$ cat config.mk
export PLATFORM = sky130hd
export DESIGN_NAME = sample_debounce_flat
export DESIGN_NICKNAME = d
export VERILOG_FILES = /design/src/rtl/sample_debounce_pkg.sv /design/src/rtl/sample_debounce_if.sv /design/src/rtl/sample_debounce_sync.sv /design/src/rtl/sample_debounce.sv /design/src/flat_wrapper.sv
export SDC_FILE = /design/constraint.sdc
export NUM_CORES = 1
export LEC_CHECK = 0
export ABC_AREA = 1
export ABC_CLOCK_PERIOD_IN_PS = 3900
export BUFFER_PORTS_ARGS = -buffer_cell sky130_fd_sc_hd__buf_2
export CELL_PAD_IN_SITES_DETAIL_PLACEMENT = 0
export CELL_PAD_IN_SITES_GLOBAL_PLACEMENT = 1
export CORE_ASPECT_RATIO = 2
export CORE_UTILIZATION = 27
export DETAILED_ROUTE_END_ITERATION = 12
export PLACE_DENSITY_LB_ADDON = 0.25
export SYNTH_ARGS = -nofsm -noshare
export SYNTH_HDL_FRONTEND = slang
export SYNTH_SLANG_ARGS = --single-unit
$ cat constraint.sdc
create_clock -name clk -period 3.9 [get_ports clk]
set_input_delay 0.78 -clock clk [delete_from_list [all_inputs] [get_ports clk]]
set_output_delay 0.78 -clock clk [all_outputs]
set_load 0.05 [all_outputs]
$ cat src/rtl/sample_debounce_pkg.sv
// sample_debounce shared types and defaults.
// FSM state encoding and default parameter values.
package sample_pkg;

    typedef enum logic [1:0] {
        S_LO     = 2'd0,
        S_LO_CHK = 2'd1,
        S_HI     = 2'd2,
        S_HI_CHK = 2'd3
    } sample_state_e;

    localparam int SAMPLE_SYNC_STAGES   = 2;
    localparam int SAMPLE_STABLE_CYCLES = 4;
    localparam int SAMPLE_CNT_W         = 8;

endpackage

$ cat src/rtl/sample_debounce_if.sv
// sample_debounce level/pulse bundle.
// Optional glitch_cnt present with SAMPLE_DEBOUNCE_GLITCH_CNT_EN.
interface sample_debounce_if;
    import sample_pkg::*;

    logic a;
    logic en;
    logic x;
    logic rise;
    logic fall;
    logic busy;
`ifdef SAMPLE_DEBOUNCE_GLITCH_CNT_EN
    // Width tracks the package default counter width.
    logic [SAMPLE_CNT_W-1:0] glitch_cnt;
`endif

    modport master (
        output a, en,
        input  x, rise, fall, busy
`ifdef SAMPLE_DEBOUNCE_GLITCH_CNT_EN
        , input glitch_cnt
`endif
    );

    modport slave (
        input  a, en,
        output x, rise, fall, busy
`ifdef SAMPLE_DEBOUNCE_GLITCH_CNT_EN
        , output glitch_cnt
`endif
    );

endinterface

$ cat src/rtl/sample_debounce_sync.sv
// sample_sync: SYNC_STAGES flop chain for an async level.
// Shifts every cycle; resets to 0.
module sample_sync #(
    parameter int SYNC_STAGES = 2
) (
    input  logic clk,
    input  logic rst_n,
    input  logic d,
    output logic q
);

    logic [SYNC_STAGES-1:0] sync_q;

    // Shift the raw level through the synchroniser chain.
    always_ff @(posedge clk or negedge rst_n) begin
        if (!rst_n) begin
            sync_q <= '0;
        end else begin
            sync_q <= {sync_q[SYNC_STAGES-2:0], d};
        end
    end

    assign q = sync_q[SYNC_STAGES-1];

endmodule

$ cat src/rtl/sample_debounce.sv
// sample_debounce: sync + debounce with rise/fall pulses.
// Optional glitch counter: SAMPLE_DEBOUNCE_GLITCH_CNT_EN.
module sample_debounce
    import sample_pkg::*;
#(
    parameter int SYNC_STAGES   = SAMPLE_SYNC_STAGES,
    parameter int STABLE_CYCLES = SAMPLE_STABLE_CYCLES,
    parameter int CNT_W         = SAMPLE_CNT_W
) (
    input  logic             clk,
    input  logic             rst_n,
    sample_debounce_if.slave bus
);

    logic             a_s;
    sample_state_e    state_q, state_d;
    logic [CNT_W-1:0] cnt_q, cnt_d;
    logic             rise_q, rise_d;
    logic             fall_q, fall_d;
    logic             x_w;
    logic             busy_w;

    sample_sync #(
        .SYNC_STAGES(SYNC_STAGES)
    ) u_sync (
        .clk  (clk),
        .rst_n(rst_n),
        .d    (bus.a),
        .q    (a_s)
    );

    // State, stability counter and registered pulses.
    always_ff @(posedge clk or negedge rst_n) begin
        if (!rst_n) begin
            state_q <= S_LO;
            cnt_q   <= '0;
            rise_q  <= 1'b0;
            fall_q  <= 1'b0;
        end else begin
            state_q <= state_d;
            cnt_q   <= cnt_d;
            rise_q  <= rise_d;
            fall_q  <= fall_d;
        end
    end

    // Qualify a candidate level over en-qualified samples.
    always_comb begin
        state_d = state_q;
        cnt_d   = cnt_q;
        rise_d  = 1'b0;
        fall_d  = 1'b0;
        if (bus.en) begin
            unique case (state_q)
                S_LO: begin
                    if (a_s) begin
                        if (STABLE_CYCLES == 1) begin
                            state_d = S_HI;
                            rise_d  = 1'b1;
                        end else begin
                            state_d = S_LO_CHK;
                            cnt_d   = CNT_W'(1);
                        end
                    end
                end
                S_LO_CHK: begin
                    if (!a_s) begin
                        state_d = S_LO;
                        cnt_d   = '0;
                    end else if (cnt_q == CNT_W'(STABLE_CYCLES - 1)) begin
                        state_d = S_HI;
                        cnt_d   = '0;
                        rise_d  = 1'b1;
                    end else begin
                        cnt_d = cnt_q + CNT_W'(1);
                    end
                end
                S_HI: begin
                    if (!a_s) begin
                        if (STABLE_CYCLES == 1) begin
                            state_d = S_LO;
                            fall_d  = 1'b1;
                        end else begin
                            state_d = S_HI_CHK;
                            cnt_d   = CNT_W'(1);
                        end
                    end
                end
                S_HI_CHK: begin
                    if (a_s) begin
                        state_d = S_HI;
                        cnt_d   = '0;
                    end else if (cnt_q == CNT_W'(STABLE_CYCLES - 1)) begin
                        state_d = S_LO;
                        cnt_d   = '0;
                        fall_d  = 1'b1;
                    end else begin
                        cnt_d = cnt_q + CNT_W'(1);
                    end
                end
            endcase
        end
    end

    assign x_w    = (state_q == S_HI) || (state_q == S_HI_CHK);
    assign busy_w = (state_q == S_LO_CHK) || (state_q == S_HI_CHK);

    assign bus.x    = x_w;
    assign bus.busy = busy_w;
    assign bus.rise = rise_q;
    assign bus.fall = fall_q;

`ifdef SAMPLE_DEBOUNCE_GLITCH_CNT_EN
    logic             abort;
    logic [CNT_W-1:0] gcnt_q;

    // A sample matching x while checking abandons the candidate.
    assign abort = bus.en && busy_w && (a_s == x_w);

    // Saturating count of abandoned candidates.
    always_ff @(posedge clk or negedge rst_n) begin
        if (!rst_n) begin
            gcnt_q <= '0;
        end else if (abort && (gcnt_q != '1)) begin
            gcnt_q <= gcnt_q + CNT_W'(1);
        end
    end

    assign bus.glitch_cnt = SAMPLE_CNT_W'(gcnt_q);
`endif

endmodule

$ cat src/flat_wrapper.sv
// flat-port wrapper written by rule: the top's interface ports become plain ports
module sample_debounce_flat import sample_pkg::*;
#(
    parameter int SYNC_STAGES   = SAMPLE_SYNC_STAGES,
    parameter int STABLE_CYCLES = SAMPLE_STABLE_CYCLES,
    parameter int CNT_W         = SAMPLE_CNT_W
)
  (clk, rst_n, bus_a, bus_en, bus_x, bus_rise, bus_fall, bus_busy);
  sample_debounce_if bus_i ();
  input  logic clk;
  input  logic rst_n;
  input wire logic [$bits(bus_i.a)-1:0] bus_a;
  input wire logic [$bits(bus_i.en)-1:0] bus_en;
  output wire logic [$bits(bus_i.x)-1:0] bus_x;
  output wire logic [$bits(bus_i.rise)-1:0] bus_rise;
  output wire logic [$bits(bus_i.fall)-1:0] bus_fall;
  output wire logic [$bits(bus_i.busy)-1:0] bus_busy;
  assign bus_i.a = bus_a;
  assign bus_i.en = bus_en;
  assign bus_x = bus_i.x;
  assign bus_rise = bus_i.rise;
  assign bus_fall = bus_i.fall;
  assign bus_busy = bus_i.busy;
  sample_debounce #(.SYNC_STAGES(SYNC_STAGES), .STABLE_CYCLES(STABLE_CYCLES), .CNT_W(CNT_W)) u_core (.clk(clk), .rst_n(rst_n), .bus(bus_i));
endmodule
==> results.toml, run 1 <==
[power]
power.density_nw_per_um2 = 628
pwr-share-clk_pct = 25.7
p_comb_share_pct = 37.0
p_leak_nw = 0.443
p_int_mw = 0.324
switching_power_mw = 0.236
power.total_mw = 0.559
seqPwrFrac_pct = 37.3
swShare_pct = 42.2
ir_drop_mv = 0.213

[clock_network]
cts_max_level = 1
cts_sinks = 14
postCtsSetupRepairBufs = 0
clock_latency_ps = 250
cts_root_buf = "clkbuf_8"
cts_tree = "done"
clkTransAtPathRegs_ps = 60
cts_buffers = 3
clockBufferDepth = 2
ctsResizeCount = 0
hold_buffers = 0

[sta]
finClkSkew_ps = 2.09
setup-tns-final_ps = 0
rsz0062_at_grt = "false"
report.final.slew_viol_count = 0
tightest_slew_ps = 332
hold_violations = 0
period_share_pct = 46.1
slew_headroom_pct = 77.9
holdWs_ps = 348
setup-violations-final = 0
fin_crit_ps = 1800
max_freq_mhz = 556
setup_ws_ps = 2100

[place]
dp.cells = 129
place_congestion = 0.736
post-place-ws_ps = 2290
io_buffers = 7
place_area_um2 = 836
dpl.hpwl_um = 1370

[worst_setup_path]
cp-startpoint = "u_core.state_q[0]$_DFFE_PN0P_"
reg2reg_from = "u_core.cnt_q[0]$_DFFE_PN0P_"
start_kind = "flop"
critPathBufInv = 1
crit_path_end = "bus_busy"
worstPathRequired_ps = 3120
worstPathMaxFanout = 7
critical-path-top-delay-family = "flip-flops"
r2r_cells = 8
max_stage_delay_ps = 460
crit_slowest_cell = "dfrtp_1"
crit_chain = "buf_2"
r2r_slack_ps = 2390
arrival_ps = 1020
worstSetupPathType = "flop to primary output"
endpoint_kind = "primary output"
critical_path_depth = 1

[synth]
syn_area_per_cell_um2 = 8.18
yosysSeqAreaShare_pct = 45.1
synth_most_common_cell = "nand2_1"
syn_inst = 95
syn-num-nets = 101
yosysUniqueCellTypes = 24
ys_warn_count = 0
synthTopCellsByCount = "nand2_1 (27), dfrtp_1 (14), nand3_1 (12), inv_1 (9), nor2_1 (7)"
synth.area.top_cells = "dfrtp_1 (45%), nand2_1 (13%), nand3_1 (7.7%)"
synth_top_cell_area_share_pct = 45.1
synth_area_um2 = 777
synth_edf_count = 0
synth_ff_type = "dfrtp_1"
async_reset_ff_share_pct = 100
synth_top_area_cell = "dfrtp_1"
synth.ff_latch_count = 14

[layout]
stdcell_area_um2 = 891
fin_cells = 133
layout-area-overhead-vs-synth_pct = 14.7
drive_gt1_share_pct = 23.1
diodes = 0
utilization_pct = 32.6
layout.nets = 111

[die]
die_w_um = 39.9
start_util_pct = 28.4
dieHeight_um = 77.9
die-area_um2 = 3110
core-area_um2 = 2740
io_pins = 8
core.rowCount = 27

[global_routing]
grt_pass1_wl_um = 2840
grt_usage_pct = 13.8
grt_pass1_vias = 605
overflow = 0
antenna_found_initial = 0
grt_max_degree = 15

[drt]
vias_per_cell = 4.64
wire_per_inst_um = 13.2
wl_um = 1750
first_pass_iters = 4
postRouteAntennaNets = 0
drt-initial-drc-count = 8
via_count = 617
route.detailed.drc = 0

[job]
maxCapViolations = 0

[hold_path]
hp-class = "flop to flop"

[run_status]
status = "complete, no violations"
==> registers in the layout (all words and copies together), names as in the netlist, named ones only <==
name,count
u_core.bus.rise,1
u_core.cnt_q,8
u_core.state_q,1
u_core.u_sync.sync_q,2
u_core.bus.fall,1
==> per-layer routing <==
metal / track usage [%] / wire, um / up-vias
met5: 0 / 0 / -
met4: 7.24 / 43 / 0
li1: - / - / 320
met2: 24.2 / 1010 / 10
met1: 13.8 / 657 / 282
met3: 2.57 / 43 / 5
==> power by group through the flow <==
| stage | Sequential, mW | Combinational (mW) | Clock [mW] |
|---|---|---|---|
| floorplan | 0.204 | 0.172 | 0 |
| detailed placement | 0.211 | 0.210 | 0 |
| global route | 0.212 | 0.234 | 0.153 |
| finish | 0.208 | 0.207 | 0.144 |
| CTS | 0.208 | 0.211 | 0.148 |
| global placement | 0.209 | 0.210 | 0 |
==> layout make-up <==
| type | instances | area [um^2] |
|---|---|---|
| clock buffers | 4 | 55.1 |
| fillers | 289 | 1850 |
| inverters | 11 | 46.3 |
| multi-input cells | 68 | 368 |
| flip-flops and latches | 14 | 350 |
| well taps | 29 | 36.3 |
| repair buffers | 7 | 35.0 |
==> worst reg2reg max path: stages, from the launching register on <==
cell and delay, ps:
dfrtp_1 430, ha_1 230, nand2_1 70, nor2_1 190
nand2_1 150, nand2_2 100, nand2_4 70, o21bai_1 120
nand2_1 60
==> cell usage in the layout (no fill, tap or decap) <==
cell type  instances
a21oi_1            1
a21oi_2            2
and2_1             1
and3_1             1
buf_2              7
clkbuf_8           4
clkinv_4           1
dfrtp_1           14
ha_1               2
inv_1              9
inv_2              1
nand2_1           27
nand2_2            2
nand2_4            1
nand3_1           12
nand3_2            1
nand3_4            1
nand4_1            1
nor2_1             7
nor2_2             3
nor3_2             1
o21ai_1            1
o21bai_1           3
o22ai_1            1
==> how the worst min path moves through the flow <==
stage	slack [ps]	start	depth (start not counted)	end
CTS	350	u_core.u_sync.sync_q[0]$_DFF_PN0_	0	u_core.u_sync.sync_q[1]$_DFF_PN0_
floorplan	330	u_core.u_sync.sync_q[0]$_DFF_PN0_	0	u_core.u_sync.sync_q[1]$_DFF_PN0_
global placement	330	u_core.u_sync.sync_q[0]$_DFF_PN0_	0	u_core.u_sync.sync_q[1]$_DFF_PN0_
detailed placement	340	u_core.u_sync.sync_q[0]$_DFF_PN0_	0	u_core.u_sync.sync_q[1]$_DFF_PN0_
global route	350	u_core.u_sync.sync_q[0]$_DFF_PN0_	0	u_core.u_sync.sync_q[1]$_DFF_PN0_
finish	350	u_core.u_sync.sync_q[0]$_DFF_PN0_	0	u_core.u_sync.sync_q[1]$_DFF_PN0_
==> kinds of logic (layout without fill, tap and decap cells) <==
| group | after synthesis | count (layout) | synth area share, % |
|---|---|---|---|
| AND/OR/NAND/NOR | 58 | 58 | 36.9 |
| adder cells (fa/ha/maj) | 2 | 2 | 3.22 |
| AO/OA/AOI/OAI | 8 | 8 | 7.25 |
| flip-flops | 14 | 14 | 45.1 |
| buffers and inverters | 13 | 22 | 7.57 |
Note: power is estimated with default switching activity, not from simulation.
==> run 2: changes to the inputs <==
- ABC_CLOCK_PERIOD_IN_PS: 3900 -> 1700
- clock period: 3.9 -> 1.7 ns (I/O delays scaled with it)
==> results.toml, run 2 (synthesized netlist as in run 1, its figures left out) <==
[layout]
layout-area-overhead-vs-synth_pct = 15.9
layout_commonest_cell = "nand2_1"
utilization_pct = 32.9
reg_top3 = "u_core.cnt_q x8, u_core.u_sync.sync_q x2"
largest_reg_flops = 8
layout.nets = 112
fin_cells = 134
top_register = "u_core.cnt_q"
diodes = 0
final_cell_mix = "nand2_1 (27), dfrtp_1 (14), nand3_1 (12), inv_1 (9)"
drive_gt1_share_pct = 22.9
nFillCells = 299

[global_routing]
grt_usage_pct = 13.8
grt_max_degree = 15
overflow = 0
grt_pass1_vias = 623
grt_pass1_wl_um = 2860
antenna_found_initial = 0

[sta]
max_freq_mhz = 706
setup-tns-final_ps = 0
period_share_pct = 83.3
setup-violations-final = 0
fin_crit_ps = 1420
slew_headroom_pct = 77.5
finClkSkew_ps = 3.40
report.final.slew_viol_count = 0
hold_violations = 0
rsz0062_at_grt = "false"
tightest_slew_ps = 338

[clock_network]
cts_sinks = 14
cts_buffers = 3
clockBufferDepth = 2
ctsResizeCount = 0
cts_root_buf = "clkbuf_8"
clkTransAtPathRegs_ps = 60
postCtsSetupRepairBufs = 0
cts_tree = "done"
hold_buffers = 1
cts_max_level = 1
clock_latency_ps = 250

[die]
core-area_um2 = 2740
dieHeight_um = 77.9
die-area_um2 = 3110
core.rowCount = 27
die_w_um = 39.9
io_pins = 8
start_util_pct = 28.4

[drt]
via_count = 641
vias_per_cell = 4.78
first_pass_iters = 4
postRouteAntennaNets = 0
wl_um = 1740
drt-initial-drc-count = 17
wire_per_inst_um = 13.0
route.detailed.drc = 0

[worst_setup_path]
start_kind = "flop"
arrival_ps = 1560
reg2reg_from = "u_core.cnt_q[0]$_DFFE_PN0P_"
worstPathMaxFanout = 5
endpoint_kind = "flop"
r2r_slack_ps = 280
worstPathRequired_ps = 1840
worstSetupPathType = "flop to flop"
r2r_cells = 8

[job]
maxCapViolations = 0

[place]
dpl.hpwl_um = 1370
io_buffers = 7
dp.cells = 129
place_congestion = 0.721

[hold_path]
hold_path_depth = 1
worstHoldStart = "bus_a"
hp-class = "input pin to flop"
min_to = "u_core.u_sync.sync_q[0]$_DFF_PN0_"

[power]
ir_drop_mv = 0.516
p_leak_nw = 0.447
power.density_nw_per_um2 = 1440

[run_status]
status = "complete, no violations"
-- run 2: worst max-delay path by stage --
stage                    end  depth (start not counted)                           from  slack, ps
finish                  flop                          8    u_core.cnt_q[0]$_DFFE_PN0P_        280
global route            flop                          8    u_core.cnt_q[0]$_DFFE_PN0P_        130
CTS                     flop                          8    u_core.cnt_q[0]$_DFFE_PN0P_        300
detailed placement      flop                          8    u_core.cnt_q[0]$_DFFE_PN0P_        300
global placement        flop                          8    u_core.cnt_q[0]$_DFFE_PN0P_        320
floorplan           bus_busy                          1  u_core.state_q[0]$_DFFE_PN0P_        430
-- run 2: critical path, cell delays in order (launching register included) --
cell      delay (ps)
dfrtp_1          410
ha_1             210
nand2_1           60
nor2_1           130
nand2_1          120
nand2_2          100
nand2_4           70
o21bai_1         140
nand2_1           70
-- run 2: area by class of cell --
class | count | area (um^2) | area share, %
inverters | 11 | 46.3 | 5.14
well taps | 29 | 36.3 | 4.03
clock buffers | 4 | 55.1 | 6.11
repair buffers | 8 | 45.0 | 5.00
multi-input cells | 68 | 368 | 40.8
flip-flops and latches | 14 | 350 | 38.9
-- run 2: power by group --
group | switching, mW | total, mW | internal (mW)
registers | 0.0848 | 0.478 | 0.393
clock network | 0.132 | 0.338 | 0.206
logic | 0.332 | 0.477 | 0.146
-- run 2: stage by stage --
stage / hold WS [ps] / power, mW / instance area, um^2 / setup WS (ps)
after floorplan: 44.4 / 0.863 / 777 / 431
after global placement: 264 / 0.968 / 836 / 319
after detailed placement: 265 / 0.965 / 836 / 303
after CTS: 187 / 1.31 / 901 / 295
after global routing: 182 / 1.39 / 901 / 126
final: 188 / 1.29 / 901 / 283
-- run 2: per-layer routing --
metal / GRT usage (%) / share of wire [%]
met1: 15.4 / 39
met2: 21.8 / 55
met3: 2.57 / 2.6
met4: 9.31 / 3.1
met5: 0 / 0
